## config.mk

```make
export PLATFORM = sky130hd
export DESIGN_NAME = fp_divider_param
export DESIGN_NICKNAME = d
export VERILOG_FILES = /design/src/rtl/fp_divider_param.sv
export SDC_FILE = /design/constraint.sdc
export NUM_CORES = 1
export LEC_CHECK = 0
export CORE_MARGIN = 2
export CORE_UTILIZATION = 45
export DETAILED_ROUTE_END_ITERATION = 10
export PLACE_DENSITY = 0.74
export SYNTH_ARGS = -nofsm -noshare
export SYNTH_HDL_FRONTEND = slang
export SYNTH_SLANG_ARGS = --single-unit
```

## constraint.sdc

```tcl
create_clock -name control -period 4.28 [get_ports control]
set_clock_uncertainty 0.1 [all_clocks]
set_input_delay 0.642 -clock control [delete_from_list [all_inputs] [get_ports control]]
set_output_delay 0.642 -clock control [all_outputs]
set_load 0.05 [all_outputs]
```

## src/rtl/fp_divider_param.sv

```systemverilog
// Parametrised multi-cycle floating-point divider (out = DD / DS).
// Radix-2 restoring mantissa divider with start/busy/out_valid handshake,
// RNE or truncate rounding, flush-to-zero, and overflow/underflow flags.
module fp_divider_param #(
  parameter int EXP_W = 8,
  parameter int MAN_W = 23,
  parameter int BIAS  = 127
) (
  input  logic                 control,
  input  logic                 reset,
  input  logic                 start,
  input  logic                 rnd_mode,
  input  logic [EXP_W+MAN_W:0] DD,
  input  logic [EXP_W+MAN_W:0] DS,
  output logic                 busy,
  output logic                 out_valid,
  output logic [EXP_W+MAN_W:0] out,
  output logic                 exception,
  output logic                 zeroDiv,
  output logic                 overflow,
  output logic                 underflow
);

  localparam int W  = 1 + EXP_W + MAN_W;
  localparam int QW = MAN_W + 4;
  localparam int EW = EXP_W + 2;
  localparam int CW = $clog2(QW);
  localparam logic signed [EW-1:0] EMAX = EW'((2 ** EXP_W) - 1);

  typedef enum logic [2:0] {IDLE, SPECIAL, DIVIDE, NORM, ROUND} state_t;

  state_t                  state, nstate;
  logic [W-1:0]            a, b;
  logic                    rmode, sgn;
  logic signed [EW-1:0]    e;
  logic [MAN_W+1:0]        rem;
  logic [QW-1:0]           q;
  logic [CW-1:0]           cnt;
  logic [MAN_W-1:0]        frac;
  logic                    guard, sticky;

  logic [W-1:0]            opa, opb;
  logic                    a_nan, a_inf, a_zero, b_nan, b_inf, b_zero, is_special;
  logic [W-1:0]            sp_out;
  logic                    sp_exc, sp_zdiv;
  logic [MAN_W+1:0]        dvs, rem_nx;
  logic                    ge;
  logic                    inc, carry;
  logic [MAN_W-1:0]        fsum;
  logic signed [EW-1:0]    e_r;
  logic [W-1:0]            rnd_out;
  logic                    rnd_ovf, rnd_unf;

  assign busy = (state != IDLE);

  // Operand classification and special-case result; looks at the live inputs
  // while idle (to pick the path) and at the latched operands otherwise.
  always_comb begin
    opa = (state == IDLE) ? DD : a;
    opb = (state == IDLE) ? DS : b;
    a_zero = (opa[W-2:MAN_W] == '0);
    a_inf  = (opa[W-2:MAN_W] == '1) && (opa[MAN_W-1:0] == '0);
    a_nan  = (opa[W-2:MAN_W] == '1) && (opa[MAN_W-1:0] != '0);
    b_zero = (opb[W-2:MAN_W] == '0);
    b_inf  = (opb[W-2:MAN_W] == '1) && (opb[MAN_W-1:0] == '0);
    b_nan  = (opb[W-2:MAN_W] == '1) && (opb[MAN_W-1:0] != '0);
    is_special = a_nan | b_nan | a_inf | b_inf | a_zero | b_zero;
    sp_out  = {opa[W-1] ^ opb[W-1], {(W-1){1'b0}}};
    sp_exc  = 1'b0;
    sp_zdiv = 1'b0;
    if (a_nan || b_nan || (a_zero && b_zero) || (a_inf && b_inf)) begin
      sp_out = {1'b0, {EXP_W{1'b1}}, 1'b1, {(MAN_W-1){1'b0}}};
      sp_exc = 1'b1;
    end else if (b_zero && !a_inf) begin
      sp_out  = {opa[W-1] ^ opb[W-1], {EXP_W{1'b1}}, {MAN_W{1'b0}}};
      sp_exc  = 1'b1;
      sp_zdiv = 1'b1;
    end else if (a_inf) begin
      sp_out = {opa[W-1] ^ opb[W-1], {EXP_W{1'b1}}, {MAN_W{1'b0}}};
    end
  end

  // One restoring-division step: subtract the divisor when it fits.
  always_comb begin
    dvs    = {1'b0, 1'b1, b[MAN_W-1:0]};
    ge     = (rem >= dvs);
    rem_nx = ge ? ((rem - dvs) << 1) : (rem << 1);
  end

  // Rounding, exponent range check and result packing.
  always_comb begin
    inc           = !rmode && guard && (sticky || frac[0]);
    {carry, fsum} = {1'b0, frac} + {{MAN_W{1'b0}}, inc};
    e_r           = e + $signed({{(EW-1){1'b0}}, carry});
    rnd_ovf       = 1'b0;
    rnd_unf       = 1'b0;
    rnd_out       = {sgn, e_r[EXP_W-1:0], fsum};
    if (!e_r[EW-1] && (e_r >= EMAX)) begin
      rnd_out = {sgn, {EXP_W{1'b1}}, {MAN_W{1'b0}}};
      rnd_ovf = 1'b1;
    end else if (e_r[EW-1] || (e_r == '0)) begin
      rnd_out = {sgn, {(W-1){1'b0}}};
      rnd_unf = 1'b1;
    end
  end

  // State register.
  always_ff @(posedge control or negedge reset) begin
    if (!reset) state <= IDLE;
    else        state <= nstate;
  end

  // Next-state sequencing.
  always_comb begin
    nstate = state;
    case (state)
      IDLE:    if (start) nstate = is_special ? SPECIAL : DIVIDE;
      SPECIAL: nstate = IDLE;
      DIVIDE:  if (cnt == CW'(QW - 1)) nstate = NORM;
      NORM:    nstate = ROUND;
      ROUND:   nstate = IDLE;
      default: nstate = IDLE;
    endcase
  end

  // Datapath: operand latch, quotient accumulation, normalisation, result registers.
  always_ff @(posedge control or negedge reset) begin
    if (!reset) begin
      a <= '0; b <= '0; rmode <= 1'b0; sgn <= 1'b0; e <= '0;
      rem <= '0; q <= '0; cnt <= '0;
      frac <= '0; guard <= 1'b0; sticky <= 1'b0;
      out <= '0; out_valid <= 1'b0;
      exception <= 1'b0; zeroDiv <= 1'b0; overflow <= 1'b0; underflow <= 1'b0;
    end else begin
      out_valid <= 1'b0;
      case (state)
        IDLE: if (start) begin
          a     <= DD;
          b     <= DS;
          rmode <= rnd_mode;
          sgn   <= DD[W-1] ^ DS[W-1];
          e     <= {2'b00, DD[W-2:MAN_W]} - {2'b00, DS[W-2:MAN_W]} + EW'(BIAS);
          rem   <= {1'b0, 1'b1, DD[MAN_W-1:0]};
          q     <= '0;
          cnt   <= '0;
        end
        SPECIAL: begin
          out       <= sp_out;
          exception <= sp_exc;
          zeroDiv   <= sp_zdiv;
          overflow  <= 1'b0;
          underflow <= 1'b0;
          out_valid <= 1'b1;
        end
        DIVIDE: begin
          rem <= rem_nx;
          q   <= {q[QW-2:0], ge};
          cnt <= cnt + CW'(1);
        end
        NORM: begin
          // Both alignments are selected directly rather than shifting first,
          // so every quotient bit lands in fraction, guard or sticky.
          if (q[QW-1]) begin
            frac   <= q[QW-2:3];
            guard  <= q[2];
            sticky <= (rem != '0) | q[1] | q[0];
          end else begin
            frac   <= q[QW-3:2];
            guard  <= q[1];
            sticky <= (rem != '0) | q[0];
            e      <= e - EW'(1);
          end
        end
        ROUND: begin
          out       <= rnd_out;
          exception <= rnd_ovf;
          zeroDiv   <= 1'b0;
          overflow  <= rnd_ovf;
          underflow <= rnd_unf;
          out_valid <= 1'b1;
        end
        default: ;
      endcase
    end
  end

endmodule

```

# --- Word level (Yosys, flattened, before mapping) ---
# Index checks and enable logic that the tools add are counted.
totals:
  input_bits: 68
  ram_bits: 0
  output_inout_bits: 38
  n_memories: 0
  elab_cells: 119
  latchBits: 0
  regBits: 198
  romBits: 0
op_classes:
  multipliers: 0
  muxes: 36
  n_eq_ne: 10
  add_sub_neg: 7
  n_shift: 0
  n_div: 0
  n_reduce_logical: 36
  bitwise: 10
  magnitude_cmp: 2
ops:
  columns: ["operator", "n"]
  rows:
  - ["$mux W31", 4]
  - ["$mux W32", 3]
  - ["$pmux W32 S2", 1]
  - ["$pmux W27 S2", 1]
  - ["$mux W25", 2]
  - ["$pmux W25 S2", 1]
  - ["$logic_not A23 Y1", 2]
  - ["$reduce_bool A23 Y1", 2]
  - ["$mux W27", 1]
  - ["$ge A25 B24 Y1", 1]
  - ["$reduce_bool A25 Y1", 1]
  - ["$add A23 B1 Y24", 1]
  - ["$sub A24 B24 Y24", 1]
  - ["$mux W23", 1]
  - ["$mux W10", 2]
  - ["$pmux W10 S2", 1]
  - ["$eq A8 B8 Y1 const B", 2]
  - ["$logic_not A8 Y1", 2]
  - ["$add A10 B2 Y10", 1]
  - ["$add A9 B8 Y10 const B", 1]
  - ["$ge A10 B9 Y1 const B", 1]
  - ["$logic_and A1 B1 Y1", 10]
  - ["$logic_not A10 Y1", 1]
  - ["$pmux W5 S2", 1]
  - ["24 further kinds", 57]

# --- Logic depth before layout (Yosys ltp) ---
depth:
  word_depth: 12
  mapped_depth: 16
  mapped_depth_nobuf: 15

# --- Least setup slack after synthesis ---
# OpenSTA, ideal clock, no wires.
synth_timing:
  path_kind: "register to register"
  from: "reg frac[0]"
  to: "reg out[26]"
  path_stages_with_launch: 16
  t_arrival_ps: 3263
  setup_ps: 138
  period_less_slack_ps: 3501
  path_buffers: 1
  slack_ps: 779
  path_cell_list: "dfrtp_1 -> nor2_1 -> nor3b_1 -> ha_1 -> and3_1 -> nand4_1 -> nor3_1 -> ha_1 -> ha_1 -> clkbuf_1 -> a31oi_1 -> or4b_1 -> o41a_1 -> and2_1 -> nand2b_1 -> a21oi_1"
synth_between:
  elab_chain_cells: 9
synth_rtl:
  columns: ["element", "line_no", "text"]
  rows:
  - ["from (decl)", "39", "logic [MAN_W-1:0] frac;"]
  - ["from (signal assigned)", "164", "frac <= q[QW-2:3];"]
  - ["from (signal assigned)", "168", "frac <= q[QW-3:2];"]
  - ["$logic_or A1 B1 Y1", "92", "inc = !rmode && guard && (sticky || frac[0]);"]
  - ["$logic_and A1 B1 Y1", "92", null]
  - ["$add A23 B1 Y24 *", "93", "{carry, fsum} = {1'b0, frac} + {{MAN_W{1'b0}}, inc};"]
  - ["$add A10 B2 Y10 *", "94", "e_r = e + $signed({{(EW-1){1'b0}}, carry});"]
  - ["parallel branches: the longest is 3 deep, another holds $ge A10 B9 Y1", null, null]
  - ["$mux W31 *", "98", "if (!e_r[EW-1] && (e_r >= EMAX)) begin"]
  - ["$pmux W32 S2 *", "136", "case (state)"]
  - ["to (signal assigned)", "148", "out <= sp_out;"]
  - ["to (signal assigned)", "175", "out <= rnd_out;"]
  - ["to (decl)", "17", "output logic [EXP_W+MAN_W:0] out,"]
# Mark *: on every way between the ends.
# A chain may end at the register's enable or synchronous reset.

# --- Final worst setup path ---
layout_timing:
  from: "reg frac[0]"
  to: "reg out[2]"
layout_between:
  elab_chain_cells: 9
layout_rtl:
  columns: ["element", "line_no"]
  rows:
  - ["$logic_or A1 B1 Y1", "92"]
  - ["$logic_and A1 B1 Y1", "92"]
  - ["$add A23 B1 Y24 *", "93"]
  - ["parallel branches: the longest is 4 deep, another holds $add A10 B2 Y10", null]
  - ["$mux W31 *", "98"]
  - ["$pmux W32 S2 *", "136"]
# Marks and branches as above.

==> out/metrics.csv <==
metric,value,unit
r2r_end,out[2],
grt_pass1_vias,9702,
crit_required,4500,ps
rsz0062_at_grt,false,
vdd_drop_max,0.388,mV
crit_family,simple AND/OR/NAND/NOR gates,
die_h,164,um
postRouteAntennaNets,0,
reg2reg_slack,480,ps
crit_chain,nor2_1 -> nor3b_1 -> ha_1 -> and3_1 -> nand4_1 -> nor3_1 -> ha_1 -> ha_2 -> a31oi_1 -> or4b_1 -> o41a_1 -> nand2_1 -> buf_4 -> o21ai_0,
synth-seq-area-share,43.0,%
finalSetupTns,0,ps
htreeDepth,4,
slowest_delay,480,ps
clock_latency,450,ps
crit_top_cell,ha_1,
antenna_found_initial,0,
gp_congestion,0.920,
synthDistinctLibCells,74,
grt_max_degree,103,
syn_area_per_cell,8.53,sq um
fin_total_pwr,10.7,mW
synth_seq_cells,198,
crit_buf_inv,1,
worst_slew_pin_slew,1070,ps
clk_pin_slew,90,ps
crit_fanout,20,
setup_viol,0,
grt_util_all_layers,23.0,%
die_w,164,um
arrival,4020,ps
firstDrtPassIters,5,
diodes,0,
finalHoldViolCount,0,
yosysTopAreaCell,dfrtp_1,
cts_made_buffers,17,
rows,58,
wl_per_cell,16.9,um
ys_warn_count,0,
worstReg2RegStart,frac[0],
rr_worst_depth,14,
p_per_area,795,mW/mm^2
maxCapViolations,0,
clock_sinks,198,
fmax,0.263,GHz
drv_slew,0,
nets,1529,
drive_gt1_share,5.02,%
dieArea,0.0269,sq mm
status,finished clean,
max_slew_margin,28.4,%
synth_flop_cell,dfrtp_1,
synth_top_area_share,43.0,%
setup.worst_path.class,reg -> reg,
clockBufferDepth,2,
crit_path_end_kind,register,
hold_path.class,in -> async,
area_delta_synth_final,16.9,%
vias,9987,
ys_top_cells_by_area,"dfrtp_1 43%, nand2_1 10%, o21ai_0 5.2%",
period_needed,3800,ps
hpwlAfterDp,21.9,mm
cts_root_buf,clkbuf_16,
start_util,45.8,%
drtIter0Drc,764,
fin_crit_sh,88.7,%
cpMaxStageDelayCell,or4b_1,
grt_overflow,0,
async_reset_ff_share,100,%
cts_tree,done,
drc,0,
cts_setup_buffers,0,
syn_area,0.0115,sq mm
core_area,0.0252,sq mm
syn_inst,1351,
synth_edf_count,0,
synth_fp_nets,1460,
viasPerCell,5.66,
portBuffers,105,
drt-total-wl,29.8,mm
startpoint_type,register,
grt_first_pass_wirelength,49.3,mm
ios,106,
total_leakage_power,5.87,nW
==> cells in the final DEF, fill, tap and decap left out, types with 12 or more instances in the layout <==
cell | Yosys | routed
a21o_1 | 21 | 21
nand4_1 | 21 | 21
xor2_1 | 23 | 23
xnor2_1 | 35 | 35
nor3_1 | 37 | 36
o21ai_0 | 120 | 120
nor4_1 | 41 | 41
inv_1 | 52 | 52
mux2i_1 | 40 | 40
clkdlybuf4s50_1 | 0 | 104
nor2_1 | 63 | 63
nand3_1 | 59 | 59
a21oi_1 | 45 | 45
a22oi_1 | 16 | 16
clkbuf_16 | 0 | 17
ha_1 | 39 | 38
buf_4 | 0 | 16
dfrtp_1 | 198 | 198
nand2_1 | 306 | 305
nand2b_1 | 12 | 12
==> how the worst max path moves through the flow <==
stage                       start      end  slack, ps  cells past startpoint
after floorplan           frac[0]  out[26]        780                     15
after global placement    frac[0]  out[10]        470                     14
after detailed placement  frac[0]   out[8]        400                     14
after CTS                 frac[0]   out[2]        390                     14
after global routing      frac[0]   out[2]         80                     14
final                     frac[0]   out[2]        480                     14
==> cell families (layout without fill, tap and decap cells) <==
| logic type | Yosys count | after routing | synth area share (%) |
|---|---|---|---|
| muxes | 40 | 40 | 3.47 |
| and+or+nand+nor | 588 | 588 | 23.2 |
| adders and majority gates | 41 | 41 | 4.58 |
| AOI/OAI and AO/OA | 300 | 300 | 16.8 |
| DFF | 198 | 198 | 43.0 |
| buffers and inverters | 126 | 208 | 4.58 |
| xor gates and xnor gates | 58 | 58 | 4.41 |
==> Yosys cell counts, types with 7 or more instances <==
master and instances:
nor2_1 63, buf_2 11, xnor2_1 35, nor4_1 41
ha_1 39, and3_1 11, a31oi_1 9, buf_1 8
nand3_1 59, o21ai_0 120, mux2i_1 40, dfrtp_1 198
o21a_1 8, nor3_1 37, clkbuf_1 47, xor2_1 23
a22oi_1 16, o31ai_1 8, inv_1 52, a211oi_1 7
nand2b_1 12, a21oi_1 45, o21ai_1 8, or3_1 9
a21o_1 21, nand2_1 306, nand4_1 21
==> power breakdown <==
part	switching, mW	internal, mW	total (mW)	leakage (nW)
Sequential	0.751	2.67	3.42	2.47
Combinational	3.35	2.23	5.59	3.09
Clock	0.885	0.826	1.71	0.310
Total	4.99	5.73	10.7	5.87
==> registers in the layout (all words and copies together) (netlist names), 3 cells and up <==
signal,cells
state,3
e,10
cnt,5
out,32
frac,23
a,32
q,27
rem,25
b,32
==> per-layer routing <==
| metal | up-vias | wire length (um) | track usage, % |
|---|---|---|---|
| met5 | - | 0 | 0 |
| met4 | 0 | 652 | 6.86 |
| met3 | 52 | 1680 | 3.71 |
| met2 | 309 | 13900 | 37.4 |
| met1 | 4728 | 13500 | 31.8 |
| li1 | 4898 | - | - |
==> timing repair <==
item / in CTS / in global routing
endpoints found under the setup margin: 0 / 2
hold buffers: 0 / 0
gates resized for setup: 0 / 1
==> final cells by class <==
type | instances | area, sq um
Fill cell | 2283 | 11700
Clock buffer | 17 | 425
Timing Repair Buffer | 122 | 1190
Inverter | 54 | 203
Clock inverter | 15 | 221
Sequential cell | 198 | 4950
Tap cell | 330 | 413
Multi-Input combinational cell | 1027 | 6060
==> through the flow <==
| step | instances | worst slack, ps | util (%) | area (sq um) | hold slack, ps |
|---|---|---|---|---|---|
| floorplan | 1351 | 779 | - | 11500 | 246 |
| global placement | 1731 | 470 | 50.9 | 12800 | 360 |
| detailed placement | 1731 | 405 | 50.9 | 12800 | 364 |
| CTS | 1763 | 390 | 53.5 | 13500 | 198 |
| global route | 1763 | 78.1 | 53.5 | 13500 | 233 |
| finish | 1763 | 483 | 53.5 | 13500 | 140 |
Note: power is estimated with default switching activity, not from simulation.
==> edit 1, RTL diff (same flow settings) <==
Encoding of `state_t`: now one-hot (5 bits for 5 states).
--- a/src/rtl/fp_divider_param.sv
+++ b/src/rtl/fp_divider_param.sv
@@ -29,3 +29,3 @@
 
-  typedef enum logic [2:0] {IDLE, SPECIAL, DIVIDE, NORM, ROUND} state_t;
+  typedef enum logic [4:0] {IDLE = 5'b00001, SPECIAL = 5'b00010, DIVIDE = 5'b00100, NORM = 5'b01000, ROUND = 5'b10000} state_t;
 
Check against the original RTL: no difference found for any inputs over 10 cycles, from zero or initial values and one cycle with reset low; not proved beyond that.
==> edit 1 against the unedited design <==
Combinational power decreased by 18%; design area shrank 2.1%; power is 14% lower; worst setup slack lost 0.18 ns; non-clock buffer count did not move; area after synthesis is 2.8% lower; count of clock-buffer cells in the layout is the same; sequential cell count rose by 2; wire length shrank 7.9%; highest routed layer unchanged; largest power group unchanged.
==> edit 1: results (changes against the unedited design) <==
* NetSw at 0.00414 W (-17%)
* Multi-input combinational area share at 43.6% (-1.4 points)
* Synthesized area per cell at 8.67 um^2 (+1.6%)
* Via/cell ratio at 5.58 (-1.5%)
* Fraction of area in registers at 37.9% (+1.2 points)
* Fraction of the mapped netlist area in compound gates at 14.6% (-2.1 points)
* Signal buf overhead at 9.08% (+0.21 points)
* Dominant cells by area after synthesis: dfrtp_1 (44%), nand2_1 (10%), o21ai_0 (6.3%), ha_1 (4.4%), mux2i_1 (4.1%)
* Synth cell count leaders: nand2_1 (309), dfrtp_1 (199), o21ai_0 (140)
* Filler cells at 2225 (-2.5%)
* First-pass GRT wire length at 46300 um (-6.1%)
* Clk tree area frac at 4.77% (-0.032 points)
* Routed Wire Length at 27400 um (-7.9%)
* Status: completed
* Post-synth cell types at 67 (-9.5%)
* Syn nets at 1401 (-4.0%)
* Multi-input gates at 976 (-5.0%)
* Pre-CTS WS at 0.0660 ns (-0.339 ns)
* Sequential area share after synthesis at 44.7% (+1.7 points)
* Nets at 1480 (-3.2%)
* R2r setup slk at 0.31 ns (-0.18 ns)
* Reg-to-Reg End: out[22]$_DFFE_PN0P_
* Worst reg-to-reg path cell count at 16 (+2)
* XOR/XNOR Fraction of Synth Area at 4.93% (+0.52 points)
* Layout cell share with drive strength beyond 1 at 5.13% (+0.11 points)
* Slew headroom at 25.2% (-3.1 points)
* Leakage at 5.76 nW (-2.0%)
* Largest net degree at the start of global routing at 100 (-2.9%)
* Gpl congestion at 0.905 (-1.6%)
* Final Worst Setup Slack at 0.305 ns (-0.178 ns)
* Placement Cell Area at 0.0125 mm^2 (-2.3%)
* Multi-input gate area at 0.00576 mm^2 (-5.1%)
* GRT Overall Usage at 21.5% (-1.5 points)
* VDD IR max at 547 uV (+41%)
* Dpl cells at 1674 (-3.3%)
* Seq cells at 200 (+1.0%)
* Hold_ws at 0.171 ns (+0.0305 ns)
* Vias in the first global route at 9271 (-4.4%)
* Mux share of post-synthesis cell area at 4.41% (+0.94 points)
edit 1: cell count changes after synthesis, sizes merged, moves of 12 or more:
cell	before	now
and3	11	32
nor2	64	44
nand3	59	40
nor3	39	23
a22oi	16	2
o21ai	128	140
edit 1: layer usage:
| layer | up-vias | GRT usage (%) | routed length [um] |
|---|---|---|---|
| li1 | 4695 | - | - |
| met5 | - | 0 | 0 |
| met2 | 244 | 36.2 | 13300 |
| met1 | 4553 | 29.2 | 12400 |
| met4 | 0 | 5.35 | 486 |
| met3 | 34 | 3.55 | 1300 |
edit 1: critical path: stages, from the launching register on:
cell	delay [ns]
dfrtp_1	0.39
nor2_1	0.05
nor3b_1	0.23
ha_2	0.25
nand4_1	0.13
nor2_1	0.20
nand2_2	0.12
nor3_2	0.21
ha_2	0.24
ha_2	0.24
xor2_1	0.11
or4_1	0.46
or4_1	0.49
and2_1	0.23
nand2_1	0.10
buf_6	0.17
o221ai_1	0.13
==> edit 2, RTL diff (same flow settings) <==
Without the edit above. The parameter `EXP_W` goes from 8 to 9.
--- a/src/rtl/fp_divider_param.sv
+++ b/src/rtl/fp_divider_param.sv
@@ -4,3 +4,3 @@
 module fp_divider_param #(
-  parameter int EXP_W = 8,
+  parameter int EXP_W = 9,
   parameter int MAN_W = 23,
Ports: changed (resized DD, DS and out); port bits go from 106 to 109. The function was not compared with the original's and may differ.
==> edit 2 against the unedited design <==
The run now ends with hold timing left; power up 0.14%; first-iteration DRC count up 16%; sequential cell count up 4; global-route usage down 1.3 points; fmax down 1.5%; synthesized cell count down 0.30%; utilization up 0.60 points; area after synthesis up 0.66%; worst setup slack worse by 0.056 ns; wire length down 2.2%; worst hold slack worse by 0.15 ns; via count up 1.2%; design area up 1.4%; critical endpoint is now out[7]$_DFFE_PN0P_; highest routed layer unchanged.
==> edit 2: results (changes against the unedited design) <==
* Sw Ratio at 43.8% (-2.7 points)
* Final Hold Viols at 7 (+7)
* Met2 Wirelength at 13600 um (-2.6%)
* Dominant cells by area after synthesis: dfrtp_1 (44%), nand2_1 (9.4%), ha_1 (4.3%), o21ai_0 (3.8%), mux2i_1 (3.6%)
* Metal1 wirelength at 13100 um (-2.9%)
* Buffers on Ports at 108 (+2.9%)
* Initial DRC Count at 883 (+16%)
* Flop pwr share at 32.7% (+0.8 points)
* GRT Overall Usage at 21.7% (-1.3 points)
* Via/cell ratio at 5.70 (+0.71%)
* Worst-path clk slew at 0.06 ns (-0.03 ns)
* Met3 Use GR at 2.69% (-1.0 points)
* Pwr Density at 785 mW/mm^2 (-1.3%)
* WL met3 at 1760 um (+4.8%)
* Hold_ws at -0.00528 ns (-0.145 ns)
* Status: finished with violations
* GR Util met2 at 36.4% (-1.1 points)
* Slew headroom at 24.4% (-4.0 points)
* Combinational power at 0.00533 W (-4.7%)
* Layout cell share with drive strength beyond 1 at 5.27% (+0.25 points)
* Post-synth cell types at 75 (+1.4%)
* Synth cell count leaders: nand2_1 (289), dfrtp_1 (202), o21ai_0 (89)
* Failing checks: hold timing
* Startpoint Class: register
* Drt pass-1 iters at 6 (+1)
* Gpl congestion at 0.928 (+0.84%)
* XOR/XNOR Fraction of Synth Area at 4.61% (+0.20 points)
* Synthesized instance count at 1347 (-0.30%)
* Wire per inst at 16.4 um (-2.7%)
* Pre-CTS WS at 0.317 ns (-0.0880 ns)
* VDD IR max at 374 uV (-3.7%)
* Peak per-stage delay on the critical path at 0.36 ns (-0.12 ns)
* CTS Buf Count at 23 (+6)
* Vias in the first global route at 9631 (-0.73%)
* Top flop regs: a x33, b x33, out x33
* Crit-path max FO at 21 (+5.0%)
* Deepest clock path buffer count at 3 (+1)
* Leakage at 5.98 nW (+1.7%)
* Crit path DAT at 4.14 ns (+0.12 ns)
* Nets at 1539 (+0.65%)
* Slowest CP cell: dfrtp_1
* Fraction of the mapped netlist area in compound gates at 16.4% (-0.38 points)
* Clock latency on the worst-skew pair at 0.52 ns (+0.07 ns)
* Largest net degree at the start of global routing at 93 (-9.7%)
* First-pass GRT wire length at 47900 um (-2.9%)
* Htree depth at 1 (-3)
* Sequential area share after synthesis at 43.6% (+0.58 points)
* HPWL Detailed at 21100 um (-3.8%)
* Adder-Cell Fraction of Synth Area at 4.66% (+0.078 points)
* M1 GR Usage at 29.9% (-1.9 points)
* Mux share of post-synthesis cell area at 3.75% (+0.28 points)
## edit 2: cell types whose count changed after synthesis, moves of 7 or more
cell,delta
and3_1,+7
o21ai_1,+11
a21oi_1,+23
xor2_1,+9
o21ai_0,-31
nand2_1,-17
a22oi_1,+7
## edit 2: layout make-up
class | count | area [um^2]
clock buffers | 33 | 643
clock inverters | 7 | 71.3
fillers | 2279 | 11600
inverters | 50 | 188
multi-input cells | 1025 | 6070
flip-flops and latches | 202 | 5050
well taps | 330 | 413
repair buffers | 125 | 1220
## edit 2: path summary, 6_finish.rpt
path                       slack [ns]  cells after the start            endpoint
setup / recovery                 0.43                     19  out[7]$_DFFE_PN0P_
hold / removal                 -0.005                      1   b[26]$_DFFE_PN0P_
hold reg to reg                  0.38                      2  out[2]$_DFFE_PN0P_
min in group control             0.38                      2  out[2]$_DFFE_PN0P_
max in group asynchronous        3.03                      2   b[19]$_DFFE_PN0P_
setup reg to reg                 0.43                     19  out[7]$_DFFE_PN0P_
